==> src/rtl/frisc_alu_pkg.sv <==
// rtl/frisc_alu_pkg.sv - ALU select encodings, funct3 codes and the operand bundle (ALU_OPERAND_ILLEGAL_EN)
package frisc_alu_pkg;

    localparam int ALU_WIDTH = 32;
    localparam int ALU_SHW   = $clog2(ALU_WIDTH);

    localparam logic [2:0] F3_ADD_SUB = 3'd0;
    localparam logic [2:0] F3_SLL     = 3'd1;
    localparam logic [2:0] F3_SLT     = 3'd2;
    localparam logic [2:0] F3_SLTU    = 3'd3;
    localparam logic [2:0] F3_XOR     = 3'd4;
    localparam logic [2:0] F3_SRL_SRA = 3'd5;
    localparam logic [2:0] F3_OR      = 3'd6;
    localparam logic [2:0] F3_AND     = 3'd7;

    typedef enum logic [7:0] {
        ALU_SEL_ADD  = 8'h01,
        ALU_SEL_SLL  = 8'h02,
        ALU_SEL_SLT  = 8'h04,
        ALU_SEL_SLTU = 8'h08,
        ALU_SEL_XOR  = 8'h10,
        ALU_SEL_SR   = 8'h20,
        ALU_SEL_OR   = 8'h40,
        ALU_SEL_AND  = 8'h80
    } alu_sel_e;

    typedef enum logic [1:0] {
        ST_EMPTY,
        ST_ONE,
        ST_TWO
    } skid_state_e;

    typedef struct packed {
        alu_sel_e               sel;
        logic                   is_add;
        logic                   is_arith;
        logic [ALU_WIDTH-1:0]   a;
        logic [ALU_WIDTH-1:0]   b;
        logic [ALU_WIDTH-1:0]   shamt;
`ifdef ALU_OPERAND_ILLEGAL_EN
        logic                   illegal;
`endif
    } alu_bundle_t;

    function automatic alu_sel_e sel_from_funct3(input logic [2:0] funct3);
        case (funct3)
            F3_ADD_SUB: return ALU_SEL_ADD;
            F3_SLL:     return ALU_SEL_SLL;
            F3_SLT:     return ALU_SEL_SLT;
            F3_SLTU:    return ALU_SEL_SLTU;
            F3_XOR:     return ALU_SEL_XOR;
            F3_SRL_SRA: return ALU_SEL_SR;
            F3_OR:      return ALU_SEL_OR;
            default:    return ALU_SEL_AND;
        endcase
    endfunction

endpackage

==> src/rtl/alu_operand_stage_if.sv <==
// rtl/alu_operand_stage_if.sv - upstream/ALU handshake bundle of the operand stage (ALU_OPERAND_ILLEGAL_EN)
interface alu_operand_stage_if #(
    parameter int WIDTH = 32
);
    logic             in_valid;
    logic             in_ready;
    logic [2:0]       in_funct3;
    logic             in_funct7b5;
    logic             in_is_imm;
    logic [WIDTH-1:0] in_rs1;
    logic [WIDTH-1:0] in_rs2;
    logic [WIDTH-1:0] in_imm;
    logic             out_valid;
    logic             out_ready;
    logic [7:0]       out_sel;
    logic             out_is_add;
    logic             out_is_arith;
    logic [WIDTH-1:0] out_a;
    logic [WIDTH-1:0] out_b;
    logic [WIDTH-1:0] out_shamt;
`ifdef ALU_OPERAND_ILLEGAL_EN
    logic             out_illegal;
`endif

    modport master (
        output in_valid, in_funct3, in_funct7b5, in_is_imm, in_rs1, in_rs2, in_imm, out_ready,
        input  in_ready, out_valid, out_sel, out_is_add, out_is_arith, out_a, out_b, out_shamt
`ifdef ALU_OPERAND_ILLEGAL_EN
        , input out_illegal
`endif
    );

    modport slave (
        input  in_valid, in_funct3, in_funct7b5, in_is_imm, in_rs1, in_rs2, in_imm, out_ready,
        output in_ready, out_valid, out_sel, out_is_add, out_is_arith, out_a, out_b, out_shamt
`ifdef ALU_OPERAND_ILLEGAL_EN
        , output out_illegal
`endif
    );

endinterface

==> src/rtl/alu_op_decode.sv <==
// rtl/alu_op_decode.sv - combinational OP/OP-IMM decode into an ALU bundle (ALU_OPERAND_ILLEGAL_EN)
module alu_op_decode
    import frisc_alu_pkg::*;
(
    input  logic [2:0]           funct3,
    input  logic                 funct7b5,
    input  logic                 is_imm,
    input  logic [ALU_WIDTH-1:0] rs1,
    input  logic [ALU_WIDTH-1:0] rs2,
    input  logic [ALU_WIDTH-1:0] imm,
    output alu_bundle_t          bundle
);
    logic [ALU_WIDTH-1:0] op_b;
`ifdef ALU_OPERAND_ILLEGAL_EN
    logic                 illegal;
`endif

    always_comb begin
        op_b            = is_imm ? imm : rs2;
        bundle          = '0;
        bundle.sel      = sel_from_funct3(funct3);
        // Bit 30 is immediate data for ADDI, so only register-form ADD can subtract.
        bundle.is_add   = !((funct3 == F3_ADD_SUB) && !is_imm && funct7b5);
        bundle.is_arith = (funct3 == F3_SRL_SRA) && funct7b5;
        bundle.a        = rs1;
        bundle.b        = op_b;
        bundle.shamt    = ALU_WIDTH'(op_b[ALU_SHW-1:0]);
`ifdef ALU_OPERAND_ILLEGAL_EN
        illegal = (!is_imm && funct7b5 && (funct3 != F3_ADD_SUB) && (funct3 != F3_SRL_SRA))
               || (is_imm && (funct3 == F3_SLL) && funct7b5)
               || (is_imm && (funct3 == F3_SRL_SRA) && (imm[11:5] != 7'h00) && (imm[11:5] != 7'h20));
        if (illegal) begin
            bundle.sel      = ALU_SEL_ADD;
            bundle.is_add   = 1'b1;
            bundle.is_arith = 1'b0;
        end
        bundle.illegal = illegal;
`endif
    end

endmodule

==> src/rtl/alu_operand_stage.sv <==
// rtl/alu_operand_stage.sv - ALU operand decode behind a 2-entry skid buffer (ALU_OPERAND_ILLEGAL_EN)
module alu_operand_stage
    import frisc_alu_pkg::*;
#(
    parameter int WIDTH = ALU_WIDTH
) (
    input  logic               clk,
    input  logic               rst_n,
    alu_operand_stage_if.slave bus
);
    skid_state_e state_q, state_d;
    alu_bundle_t dec, main_q, skid_q;
    logic        main_valid, skid_valid, in_ready, accept;
    logic        load_main, main_from_skid, load_skid;

    alu_op_decode u_decode (
        .funct3   (bus.in_funct3),
        .funct7b5 (bus.in_funct7b5),
        .is_imm   (bus.in_is_imm),
        .rs1      (bus.in_rs1),
        .rs2      (bus.in_rs2),
        .imm      (bus.in_imm),
        .bundle   (dec)
    );

    // Valids are pure decodes of the state register, so in_ready never sees inputs.
    assign main_valid = (state_q != ST_EMPTY);
    assign skid_valid = (state_q == ST_TWO);
    assign in_ready   = !skid_valid;
    assign accept     = bus.in_valid && in_ready;

    always_ff @(posedge clk or negedge rst_n) begin
        if (!rst_n) state_q <= ST_EMPTY;
        else        state_q <= state_d;
    end

    always_comb begin
        state_d        = state_q;
        load_main      = 1'b0;
        main_from_skid = 1'b0;
        load_skid      = 1'b0;
        case (state_q)
            ST_EMPTY: begin
                if (accept) begin
                    load_main = 1'b1;
                    state_d   = ST_ONE;
                end
            end
            ST_ONE: begin
                if (accept && bus.out_ready) begin
                    load_main = 1'b1;
                end else if (accept) begin
                    load_skid = 1'b1;
                    state_d   = ST_TWO;
                end else if (bus.out_ready) begin
                    state_d   = ST_EMPTY;
                end
            end
            ST_TWO: begin
                if (bus.out_ready) begin
                    main_from_skid = 1'b1;
                    state_d        = ST_ONE;
                end
            end
            default: state_d = ST_EMPTY;
        endcase
    end

    always_ff @(posedge clk or negedge rst_n) begin
        if (!rst_n) begin
            main_q <= '0;
            skid_q <= '0;
        end else begin
            if (load_main)           main_q <= dec;
            else if (main_from_skid) main_q <= skid_q;
            if (load_skid)           skid_q <= dec;
        end
    end

    assign bus.in_ready     = in_ready;
    assign bus.out_valid    = main_valid;
    assign bus.out_sel      = main_q.sel;
    assign bus.out_is_add   = main_q.is_add;
    assign bus.out_is_arith = main_q.is_arith;
    assign bus.out_a        = WIDTH'(main_q.a);
    assign bus.out_b        = WIDTH'(main_q.b);
    assign bus.out_shamt    = WIDTH'(main_q.shamt);
`ifdef ALU_OPERAND_ILLEGAL_EN
    assign bus.out_illegal  = main_q.illegal;
`endif

endmodule
==> src/flat_wrapper.sv <==
// flat-port wrapper written by rule: the top's interface ports become plain ports
module alu_operand_stage_flat import frisc_alu_pkg::*;
#(
    parameter int WIDTH = ALU_WIDTH
)
  (clk, rst_n, bus_in_valid, bus_in_funct3, bus_in_funct7b5, bus_in_is_imm, bus_in_rs1, bus_in_rs2, bus_in_imm, bus_out_ready, bus_in_ready, bus_out_valid, bus_out_sel, bus_out_is_add, bus_out_is_arith, bus_out_a, bus_out_b, bus_out_shamt);
  alu_operand_stage_if #(.WIDTH(WIDTH)) bus_i ();
  input  logic clk;
  input  logic rst_n;
  input wire logic [$bits(bus_i.in_valid)-1:0] bus_in_valid;
  input wire logic [$bits(bus_i.in_funct3)-1:0] bus_in_funct3;
  input wire logic [$bits(bus_i.in_funct7b5)-1:0] bus_in_funct7b5;
  input wire logic [$bits(bus_i.in_is_imm)-1:0] bus_in_is_imm;
  input wire logic [$bits(bus_i.in_rs1)-1:0] bus_in_rs1;
  input wire logic [$bits(bus_i.in_rs2)-1:0] bus_in_rs2;
  input wire logic [$bits(bus_i.in_imm)-1:0] bus_in_imm;
  input wire logic [$bits(bus_i.out_ready)-1:0] bus_out_ready;
  output wire logic [$bits(bus_i.in_ready)-1:0] bus_in_ready;
  output wire logic [$bits(bus_i.out_valid)-1:0] bus_out_valid;
  output wire logic [$bits(bus_i.out_sel)-1:0] bus_out_sel;
  output wire logic [$bits(bus_i.out_is_add)-1:0] bus_out_is_add;
  output wire logic [$bits(bus_i.out_is_arith)-1:0] bus_out_is_arith;
  output wire logic [$bits(bus_i.out_a)-1:0] bus_out_a;
  output wire logic [$bits(bus_i.out_b)-1:0] bus_out_b;
  output wire logic [$bits(bus_i.out_shamt)-1:0] bus_out_shamt;
  assign bus_i.in_valid = bus_in_valid;
  assign bus_i.in_funct3 = bus_in_funct3;
  assign bus_i.in_funct7b5 = bus_in_funct7b5;
  assign bus_i.in_is_imm = bus_in_is_imm;
  assign bus_i.in_rs1 = bus_in_rs1;
  assign bus_i.in_rs2 = bus_in_rs2;
  assign bus_i.in_imm = bus_in_imm;
  assign bus_i.out_ready = bus_out_ready;
  assign bus_in_ready = bus_i.in_ready;
  assign bus_out_valid = bus_i.out_valid;
  assign bus_out_sel = bus_i.out_sel;
  assign bus_out_is_add = bus_i.out_is_add;
  assign bus_out_is_arith = bus_i.out_is_arith;
  assign bus_out_a = bus_i.out_a;
  assign bus_out_b = bus_i.out_b;
  assign bus_out_shamt = bus_i.out_shamt;
  alu_operand_stage #(.WIDTH(WIDTH)) u_core (.clk(clk), .rst_n(rst_n), .bus(bus_i));
endmodule
==> config.mk <==
export PLATFORM = sky130hd
export DESIGN_NAME = alu_operand_stage_flat
export DESIGN_NICKNAME = d
export VERILOG_FILES = /design/src/rtl/frisc_alu_pkg.sv /design/src/rtl/alu_operand_stage_if.sv /design/src/rtl/alu_op_decode.sv /design/src/rtl/alu_operand_stage.sv /design/src/flat_wrapper.sv
export SDC_FILE = /design/constraint.sdc
export NUM_CORES = 1
export LEC_CHECK = 0
export ABC_AREA = 0
export BUFFER_PORTS_ARGS = -buffer_cell sky130_fd_sc_hd__buf_2
export CELL_PAD_IN_SITES_DETAIL_PLACEMENT = 1
export CELL_PAD_IN_SITES_GLOBAL_PLACEMENT = 2
export CORE_MARGIN = 2
export CORE_UTILIZATION = 30
export DETAILED_ROUTE_END_ITERATION = 16
export GPL_ROUTABILITY_DRIVEN = 0
export HOLD_SLACK_MARGIN = 0.05
export PLACE_DENSITY = 0.69
export RECOVER_POWER = 50
export SLEW_MARGIN = 15
export SYNTH_ARGS = -nofsm -noshare
export SYNTH_HDL_FRONTEND = slang
export SYNTH_HIERARCHICAL = 1
export SYNTH_SLANG_ARGS = --single-unit
==> constraint.sdc <==
create_clock -name clk -period 2.3 [get_ports clk]
set_input_delay 0.115 -clock clk [delete_from_list [all_inputs] [get_ports clk]]
set_output_delay 0.115 -clock clk [all_outputs]
set_load 0.01 [all_outputs]
==> metrics.md <==
| Metric | Value |
|---|---|
| Die area | 42300 µm² |
| Met1 GRT Util | 0.234 |
| Final Hold Viols | 0 |
| Leak Pwr | 6.07 nW |
| Clk pin slew, worst setup/hold paths | 0.06 ns |
| Unique masters post-synth | 28 |
| Die W | 206 µm |
| Unrepaired setup endpoints after global routing | false |
| Routed Antenna Nets | 0 |
| Status | finished with violations |
| Hold crit path type | in2reg |
| Vias in the first global route | 10202 |
| Finish-stage setup viols | 0 |
| Final Skew | 0.00713 ns |
| Die height | 206 µm |
| GR Util met2 | 0.296 |
| Multiplexer area fraction after synthesis | 0.132 |
| Total Wirelength | 37300 µm |
| Largest net degree at the start of global routing | 95 |
| Number of H-tree levels | 1 |
| Simple-gate share of the synthesized area | 0.236 |
| #FFs+latches synth | 214 |
| Share of post-route cells with drive strength above 1 | 0.249 |
| Fmax | 530 MHz |
| GRT busiest layer | met2 |
| Maximum VDD drop | 0.000541 V |
| IO Pins | 213 |
| Synth top area cells | dfrtp_1 44%, or4bb_1 18%, mux2_2 8.6% |
| Worst-skew pair later-pin latency | 0.54 ns |
| Vias per std cell | 5.16 |
| Dpl cells | 1695 |
| CTS tree | done |
| Placeable Area | 39900 µm² |
| Avg Cell Area, Syn | 11.2 µm² |
| XOR/XNOR Fraction of Synth Area | 0 |
| Min Tclk post-route | 1.89 ns |
| FF+latch area | 5360 µm² |
| Number of diodes | 0 |
| FILL cells | 4335 |
| Detailed Routing Iterations Pass 1 | 4 |
| Ys Warns | 6 |
| CP Launch Type | flop |
| Root buf cell | clkbuf_16 |
| PD cells | 971 nW/µm² |
| Area share of the largest cell type after synthesis | 0.438 |
| Dpl hpwl | 21600 µm |
| Initial antenna violation count | 1 |
| First-pass GRT wire length | 58700 µm |
| Post-Syn Area | 12200 µm² |
| Fin cells | 1842 |
| Crit. End Element | flop |
| Resized cells post-CTS | 0 |
| Gate count of the mapped netlist | 1086 |
| Max-cap violations | 1 |
| Starting Density | 0.306 |
| Seq/Total Area, Yosys | 0.438 |
| Clock Path Buffers | 3 |
| Final hold slack | 0.0846 ns |
| Final setup margin | 0.414 ns |
| Total track usage | 0.175 |
| Worst Tran Pin Value | 1.65 ns |
| P&R area growth vs syn | 23.9% |
| Pre-CTS setup slack | 0.388 ns |
| Leading area contributor after synthesis | dfrtp_1 |
| DR vias | 9498 |
| Final Net Count | 1401 |
| Compound-Gate Fraction of Synth Area | 0.108 |
| # DRC | 0 |
| Pins over their slew limit | 57 |
| Setup_tns | 0 ns |
| Routing usage on met3 | 0.0303 |
| WL per Instance | 20.3 µm |
| Period utilisation layout | 0.820 |
| Data required time of the critical path | 2.76 ns |
| Multi-input gate area | 5930 µm² |
| I/O Buffers | 212 |
| Failing checks | capacitance limit, slew limit |
| Crit path DAT | 2.35 ns |
| CTS sink cnt | 214 |
| Total CTS buffers | 27 |
| Slew headroom | -0.0989 |
| Adder-cell share of the synthesized area | 0 |
| FP Rows | 73 |
| Crit-path max FO | 75 |
| Grt ovf | 0 |
| DR iter-0 viols | 339 |
| Critical path class | reg2reg |
| Setup bufs post-CTS | 0 |
| Largest family of logic cells by synthesized area | simple AND/OR/NAND/NOR gates |
what timing repair did:
item,4_1_cts,5_1_grt
hold buffers,97,0
endpoints found under the setup margin,0,0
endpoints found under the hold margin,330,0
state kept, by name (all words and copies together) (netlist names):
signal / flops
u_core/bus.out_a: 32
u_core/bus.out_b: 32
u_core/bus.out_is_add: 1
u_core/bus.out_is_arith: 1
u_core/bus.out_sel: 8
u_core/bus.out_shamt: 32
u_core/skid_q: 106
u_core/state_q: 2
synth_stat cells:
cell / number
nor3b_1: 3
a21oi_1: 104
nand2_1: 1
a21bo_1: 1
buf_4: 77
or4_1: 1
or4bb_1: 194
or3b_1: 1
buf_6: 4
o22ai_1: 1
or2_2: 1
mux2_2: 93
mux2_1: 50
nor2_1: 106
nor3_1: 1
nand3b_1: 1
o21ai_1: 1
nand2b_1: 5
o211ai_1: 104
nand4bb_1: 14
nor3b_2: 1
conb_1: 1
and3b_2: 2
clkbuf_1: 77
dfrtp_1: 214
nor2_2: 1
and3_2: 1
buf_2: 26
layout make-up:
type                            instances  area share
Tap cell                              525      0.0434
Sequential cell                       214       0.355
Clock inverter                          5     0.00207
Multi-Input combinational cell        714       0.392
Clock buffer                           45      0.0524
Timing Repair Buffer                  339       0.155
cells by family (layout without fill, tap and decap cells):
logic type / after synthesis / count (layout)
AO/OA/AOI/OAI: 211 / 211
buffers and inverters: 184 / 389
AND/OR/NAND/NOR: 333 / 333
other: 1 / 27
flip-flops: 214 / 214
multiplexers: 143 / 143
critical path: stages, from the launching register on:
cell and delay, ns:
dfrtp_4 0.50, buf_4 0.29, nor3b_4 0.35, buf_12 0.38
nor2_1 0.08, a21oi_1 0.16
stage by stage:
stage	area, µm²	power [mW]	utilization
CTS	15200	15.1	0.381
finish	15100	14.7	0.379
floorplan	12300	8.91	-
detailed placement	13400	10.8	0.336
global route	15100	15.7	0.379
global placement	13400	10.6	0.336
final timing paths:
check,startpoint,endpoint,slack (ns),depth (start not counted)
setup / recovery,u_core/state_q[0]$_DFFE_PN0P_,u_core/bus.out_shamt[17]$_DFFE_PN0P_,0.41,5
hold / removal,bus_in_rs2[21],u_core/bus.out_b[21]$_DFFE_PN0P_,0.08,4
setup reg to reg,u_core/state_q[0]$_DFFE_PN0P_,u_core/bus.out_shamt[17]$_DFFE_PN0P_,0.41,5
hold reg to reg,u_core/skid_q[79]$_DFFE_PN0P_,u_core/skid_q[79]$_DFFE_PN0P_,0.48,1
max in group asynchronous,rst_n,u_core/bus.out_b[10]$_DFFE_PN0P_,0.48,3
min in group asynchronous,rst_n,u_core/skid_q[75]$_DFFE_PN0P_,0.52,2
routing by layer:
layer	vias up	part of all wire
met1	4855	0.46
met3	39	0.049
li1	4423	-
met5	-	0.00035
met2	179	0.48
met4	2	0.016
placed cells by master (no fill, tap or decap), types with 2 or more instances in the layout:
master and instances:
clkinv_2 3, clkbuf_1 67, nand4bb_1 14, a21oi_1 104, buf_4 18, dlygate4sd3_1 97
o211ai_1 104, or4bb_1 194, mux2_1 50, dfrtp_1 212, conb_1 27, dfrtp_4 2
buf_2 155, clkbuf_16 27, nor2_1 106, nor3b_1 3, mux2_2 93, clkbuf_8 5
nand2b_1 5, and3b_2 2, buf_12 12
report_power, final:
group / leakage [nW] / total, mW / switching, mW / internal (mW)
Combinational: 3.18 / 4.57 / 2.46 / 2.11
Clock: 0.400 / 4.00 / 1.66 / 2.34
Sequential: 2.48 / 6.12 / 0.799 / 5.33
Total: 6.07 / 14.7 / 4.92 / 9.77
Power figures use the tool's default switching activity.
